==> src/rtl/angle_sweep_pkg.sv <==
// angle_sweep_pkg: shared FSM states and constants for the angle sweep controller
package angle_sweep_pkg;
  typedef enum logic [2:0] {IDLE, ISSUE, WAIT, SCALE, OUTPUT} state_t;
  localparam int SCALE_SHIFT = 14;
  localparam int ANGLE_WRAP = 360;
endpackage

==> src/rtl/angle_sweep_ctrl_sincos_scaler.sv <==
// sincos_scaler: scales Q2.14 sin/cos by an unsigned radius with floor-rounded arithmetic shift
module sincos_scaler
  import angle_sweep_pkg::*;
(
  input  logic signed [15:0] sin_in,
  input  logic signed [15:0] cos_in,
  input  logic        [7:0]  radius,
  output logic signed [15:0] x,
  output logic signed [15:0] y
);
  logic signed [24:0] px, py, sx, sy;
  assign px = cos_in * $signed({1'b0, radius});
  assign py = sin_in * $signed({1'b0, radius});
  assign sx = px >>> SCALE_SHIFT;
  assign sy = py >>> SCALE_SHIFT;
  assign x = sx[15:0];
  assign y = sy[15:0];
endmodule

==> src/rtl/angle_sweep_ctrl.sv <==
// angle_sweep_ctrl: sweeps an angle through a sin/cos engine and emits scaled x/y; ANGLE_SWEEP_TIMEOUT_EN adds a WAIT timeout with retry
module angle_sweep_ctrl
  import angle_sweep_pkg::*;
#(
  parameter int STEP_W = 8,
  parameter int TIMEOUT_CYC = 64
) (
  input  logic                clk,
  input  logic                reset,
  input  logic                enable,
  input  logic [STEP_W-1:0]   step,
  input  logic [7:0]          radius,
  output logic                cordic_start,
  output logic [15:0]         cordic_angle,
  input  logic                cordic_done,
  input  logic signed [15:0]  cordic_sin,
  input  logic signed [15:0]  cordic_cos,
  output logic signed [15:0]  out_x,
  output logic signed [15:0]  out_y,
  output logic                out_valid,
  input  logic                out_ready,
  output logic                busy,
  output logic                timeout_err
);
  state_t state;
  logic done_q, rise, tmo;
  logic [15:0] angle;
  logic [31:0] sum;
  logic signed [15:0] sx, sy;
  sincos_scaler u_scaler (
    .sin_in(cordic_sin),
    .cos_in(cordic_cos),
    .radius(radius),
    .x(sx),
    .y(sy)
  );
  assign rise = cordic_done && !done_q;
  assign sum = 32'(angle) + (step == '0 ? 32'd1 : 32'(step));
  assign cordic_angle = angle;
  assign cordic_start = state == ISSUE;
  assign out_valid = state == OUTPUT;
  assign busy = state != IDLE;
`ifdef ANGLE_SWEEP_TIMEOUT_EN
  logic [31:0] wcnt;
  logic terr;
  assign tmo = state == WAIT && !rise && wcnt == 32'(TIMEOUT_CYC - 1);
  assign timeout_err = terr;
  always_ff @(posedge clk or posedge reset)
    if (reset) begin
      wcnt <= '0;
      terr <= 1'b0;
    end else begin
      wcnt <= (state == WAIT && !tmo) ? wcnt + 32'd1 : '0;
      if (tmo) terr <= 1'b1;
    end
`else
  assign tmo = 1'b0;
  assign timeout_err = 1'b0;
`endif
  always_ff @(posedge clk or posedge reset)
    if (reset) begin
      state <= IDLE;
      angle <= '0;
      done_q <= 1'b0;
      out_x <= '0;
      out_y <= '0;
    end else begin
      done_q <= cordic_done;
      case (state)
        IDLE: if (enable) state <= ISSUE;
        ISSUE: state <= WAIT;
        WAIT: state <= rise ? SCALE : tmo ? ISSUE : WAIT;
        SCALE: begin
          out_x <= sx;
          out_y <= sy;
          state <= OUTPUT;
        end
        OUTPUT: if (out_ready) begin
          angle <= sum >= 32'(ANGLE_WRAP) ? 16'(sum - 32'(ANGLE_WRAP)) : 16'(sum);
          state <= enable ? ISSUE : IDLE;
        end
        default: state <= IDLE;
      endcase
    end
endmodule

==> config.mk <==
export PLATFORM = sky130hd
export DESIGN_NAME = angle_sweep_ctrl
export DESIGN_NICKNAME = d
export VERILOG_FILES = /design/src/rtl/angle_sweep_pkg.sv /design/src/rtl/angle_sweep_ctrl_sincos_scaler.sv /design/src/rtl/angle_sweep_ctrl.sv
export SDC_FILE = /design/constraint.sdc
export NUM_CORES = 1
export LEC_CHECK = 0
export ABC_AREA = 1
export BUFFER_PORTS_ARGS = -buffer_cell sky130_fd_sc_hd__buf_2
export CORE_ASPECT_RATIO = 1.25
export CORE_UTILIZATION = 40
export DETAILED_ROUTE_END_ITERATION = 16
export PLACE_DENSITY_LB_ADDON = 0.12
export SYNTH_ARGS = -nofsm -noshare
export SYNTH_HDL_FRONTEND = slang
export SYNTH_HIERARCHICAL = 1
export SYNTH_SLANG_ARGS = --single-unit
==> constraint.sdc <==
create_clock -name clk -period 2.4 [get_ports clk]
set_input_delay 0.48 -clock clk [delete_from_list [all_inputs] [get_ports clk]]
set_output_delay 0.48 -clock clk [all_outputs]
set_load 0.02 [all_outputs]
==> out/results.ini <==
[outcome]
status = finished, violations left
violations = negative setup slack

[global_routing]
grt_first_pass_wirelength_mm = 60.58
pin_count_of_the_biggest_net_entering_global_routing = 31
first_global_vias = 12610
grtUsageTotal = 0.2299
antenna_found_initial = 0
globalRoute.totalOverflow = 0

[drt]
detail_route.first_pass.iterations = 5
drt_drc_violations_left = 0
drtIter0Drc = 414
wl_per_cell_um = 14.60
detail_route.vias_per_cell = 4.692
final_antenna_net_count = 0
route.vias.total = 11850
route.final.wire_length_mm = 36.88

[pwr]
power.share.sequential = 0.062
combPwrFrac = 0.908
p_clk_frac = 0.030
static-leakage-power_nw = 10.62
power_density_mw_per_mm2 = 1408
sw_frac_of_total = 0.5125
power.net_switching_mw = 13.55
intPower_mw = 12.89
vdd_ir_drop_max_uv = 1246

[timing]
maxSlewViolCount = 0
grt_setup_unrepaired = yes
worst_clock_skew_ns = 0.02475
max_transition_margin = 0.6077
max_clock_freq_ghz = 0.2331
layout_min_cycle_time_ns = 4.289
postLayoutSetupSlackWorst_ns = -1.889
worst-slew-pin-transition_ns = 0.5875
timing_hold_violations_final = 0
layout_worst_path_cycle_share = 1.787
final_setup_violations = 45
fin_tns_setup_ns = -60.39

[setup_path]
cpLargestDelayFamily = adder cells
worstPathArrival_ns = 4.48
max_stage_delay_ns = 0.59
critPathMaxFanout = 6
critPathCaptureType = flop
timing.critical_path.slowest_stage_cell = sky130_fd_sc_hd__fa_2
cell_by_cell_listing_of_the_critical_path = buf_8 -> buf_12 -> buf_12 -> nand2_4 -> fa_2 -> buf_6 -> fa_2 -> inv_1 -> fa_1 -> fa_1 -> ha_1 -> inv_2 -> nor3_4 -> nand2_1 -> nor2_1 -> nor2_2 -> nand3_1 -> nand2_4 -> mux2_2
timing.reg2reg.setup_slack_ns = -0.22
reg2reg_from = cordic_angle[7]$_DFFE_PP0P_
startpoint_type_of_the_worst_setup_path = input port
timing.reg2reg.worst_path_depth = 17
rr_endpoint = cordic_angle[6]$_DFFE_PP0P_
cp.required_ns = 2.59
critical_path_class = input port to flop
buffer_and_inverter_count_on_the_worst_path = 6

[die]
initial_core_util = 0.4069
die_height_um = 203.0
ioPinCount = 105
die_width_um = 162.8
std_cell_rows = 73
placeable_core_region_mm2 = 0.03179
die_area_mm2 = 0.03306

[layout]
design.final.nets = 2470
layout-drive-gt1-share = 0.4044
post-route-util = 0.5909
fillcell_total = 2878
most-common-layout-cells = sky130_fd_sc_hd__inv_1 (434), sky130_fd_sc_hd__nand2_1 (369), sky130_fd_sc_hd__buf_4 (251)
insertedDiodeCount = 0
area_growth_pct = 45.21
mostFrequentLayoutCell = sky130_fd_sc_hd__inv_1

[clock_tree]
tritoncts = yes
clock_tree.buffer_depth = 2
h_tree_depth = 2
cts-buffers-inserted = 5
root_buffer_cell = sky130_fd_sc_hd__clkbuf_16
clk_latency_ns = 0.32
cts_hold_fix_bufs = 0
clkSlewWorstSetupHoldPaths_ns = 0.09
cts_sinks = 52

[placed_design]
place_hpwl_mm = 29.56
gpl.final_weighted_congestion = 0.8972
io_buffers = 103

[synthesis]
postSynthCellCount = 1772
synthesis.area_mm2 = 0.01293
edff_count_synth = 0
yosys_most_used_dff = sky130_fd_sc_hd__dfrtp_1
syn-num-nets = 2129
ys_seq_area_frac = 0.1006
average_size_of_a_mapped_cell_um2 = 7.299
synth-seq-cells = 52
async_flop_share = 1.000
yosysWarningCount = 6
ys_types = 44

[run]
max-cap-violations = 0

[min_path]
hp-class = input port to asynchronous set/reset pin

## what timing repair did
item,in CTS,in global routing
gates cloned,7,1
pin swaps,136,116
endpoints found under the setup margin,45,45
buffers inserted,33,20
gates resized for setup,234,139
## sequential cells by signal, summed over array words and instances (netlist names)
name and cells:
cordic_angle 16, out_x 16, out_y 16, state 3, done_q 1
## layout make-up
cell class | instances | area, um2 | share of cell area
clock inverter | 3 | 26.28 | 0.001399
multi-input combinational | 1152 | 11490 | 0.6121
timing repair buffer | 407 | 3450 | 0.1837
inverter | 495 | 1868 | 0.09947
tap | 412 | 515.5 | 0.02745
clock buffer | 5 | 125.1 | 0.006662
sequential | 52 | 1301 | 0.06929
## worst max path at each step
| stage | from | endpoint | slack (ns) | depth (start not counted) |
|---|---|---|---|---|
| after global routing | radius[1] | out_x[9]$_DFFE_PP0P_ | -2.05 | 20 |
| after floorplan | cordic_sin[15] | out_y[15]$_DFFE_PP0P_ | -2.08 | 21 |
| final | radius[1] | out_x[14]$_DFFE_PP0P_ | -1.89 | 19 |
| after detailed placement | radius[5] | out_x[14]$_DFFE_PP0P_ | -2.54 | 18 |
| after global placement | radius[5] | out_x[12]$_DFFE_PP0P_ | -2.51 | 19 |
| after CTS | radius[1] | out_x[14]$_DFFE_PP0P_ | -1.93 | 21 |
## cell usage after synthesis, types with 21 or more instances
library cell | count | share of area
sky130_fd_sc_hd__nor2_1 | 60 | 0.017
sky130_fd_sc_hd__mux2_2 | 32 | 0.028
sky130_fd_sc_hd__a21oi_1 | 45 | 0.017
sky130_fd_sc_hd__nand3_1 | 67 | 0.026
sky130_fd_sc_hd__clkbuf_1 | 59 | 0.017
sky130_fd_sc_hd__o21ai_0 | 24 | 0.0093
sky130_fd_sc_hd__dfrtp_1 | 52 | 0.10
sky130_fd_sc_hd__nand2_2 | 21 | 0.010
sky130_fd_sc_hd__fa_1 | 203 | 0.31
sky130_fd_sc_hd__ha_1 | 101 | 0.098
sky130_fd_sc_hd__inv_1 | 494 | 0.14
sky130_fd_sc_hd__nand2_1 | 480 | 0.14
## routing by layer
metal	global-route usage	vias to the layer above	share of wire
met1	0.2585	5791	0.40
met3	0.01696	61	0.017
li1	-	5841	-
met2	0.4505	160	0.56
met4	0.07109	0	0.026
met5	0	-	0
## metrics by stage
| step | hold WS, ns | area, um2 | setup WS [ns] | std cells | power [mW] |
|---|---|---|---|---|---|
| 2_1_floorplan | 0.4765 | 14100 | -2.079 | 1772 | 15.01 |
| 3_3_place_gp | 0.4829 | 16560 | -2.513 | 2458 | 20.58 |
| 3_5_place_dp | 0.4875 | 16560 | -2.544 | 2458 | 20.80 |
| 4_1_cts | 0.2224 | 18020 | -1.925 | 2505 | 24.46 |
| 5_1_grt | 0.2454 | 18780 | -2.049 | 2526 | 28.82 |
| 6_report | 0.1994 | 18780 | -1.889 | 2526 | 26.44 |
## power groups by stage
stage | clock network (mW) | logic [mW] | registers, mW
2_1_floorplan | 0 | 12.9 | 2.09
3_3_place_gp | 0 | 19.0 | 1.63
3_5_place_dp | 0 | 19.2 | 1.64
4_1_cts | 0.823 | 22.0 | 1.63
5_1_grt | 0.855 | 26.3 | 1.70
6_report | 0.801 | 24.0 | 1.64
## cells by family after synthesis
logic type	Yosys count	share of synthesized area
AND/OR/NAND/NOR	687	0.2271
buffers and inverters	569	0.1691
adder cells (fa/ha/maj)	304	0.4119
AO/OA/AOI/OAI	99	0.04411
flip-flops	52	0.1006
multiplexers	32	0.02786
XOR/XNOR	28	0.01896
other	1	0.0002899
## worst register-to-register path: cells and delay by family (launching register included)
| family | cells | cell delay (ns) |
|---|---|---|
| fa+ha+maj | 1 | 0.38 |
| flops | 1 | 0.39 |
| buf+inv | 2 | 0.24 |
| compound gates | 1 | 0.31 |
| simple gates | 13 | 1.26 |
Power figures use the tool's default switching activity.
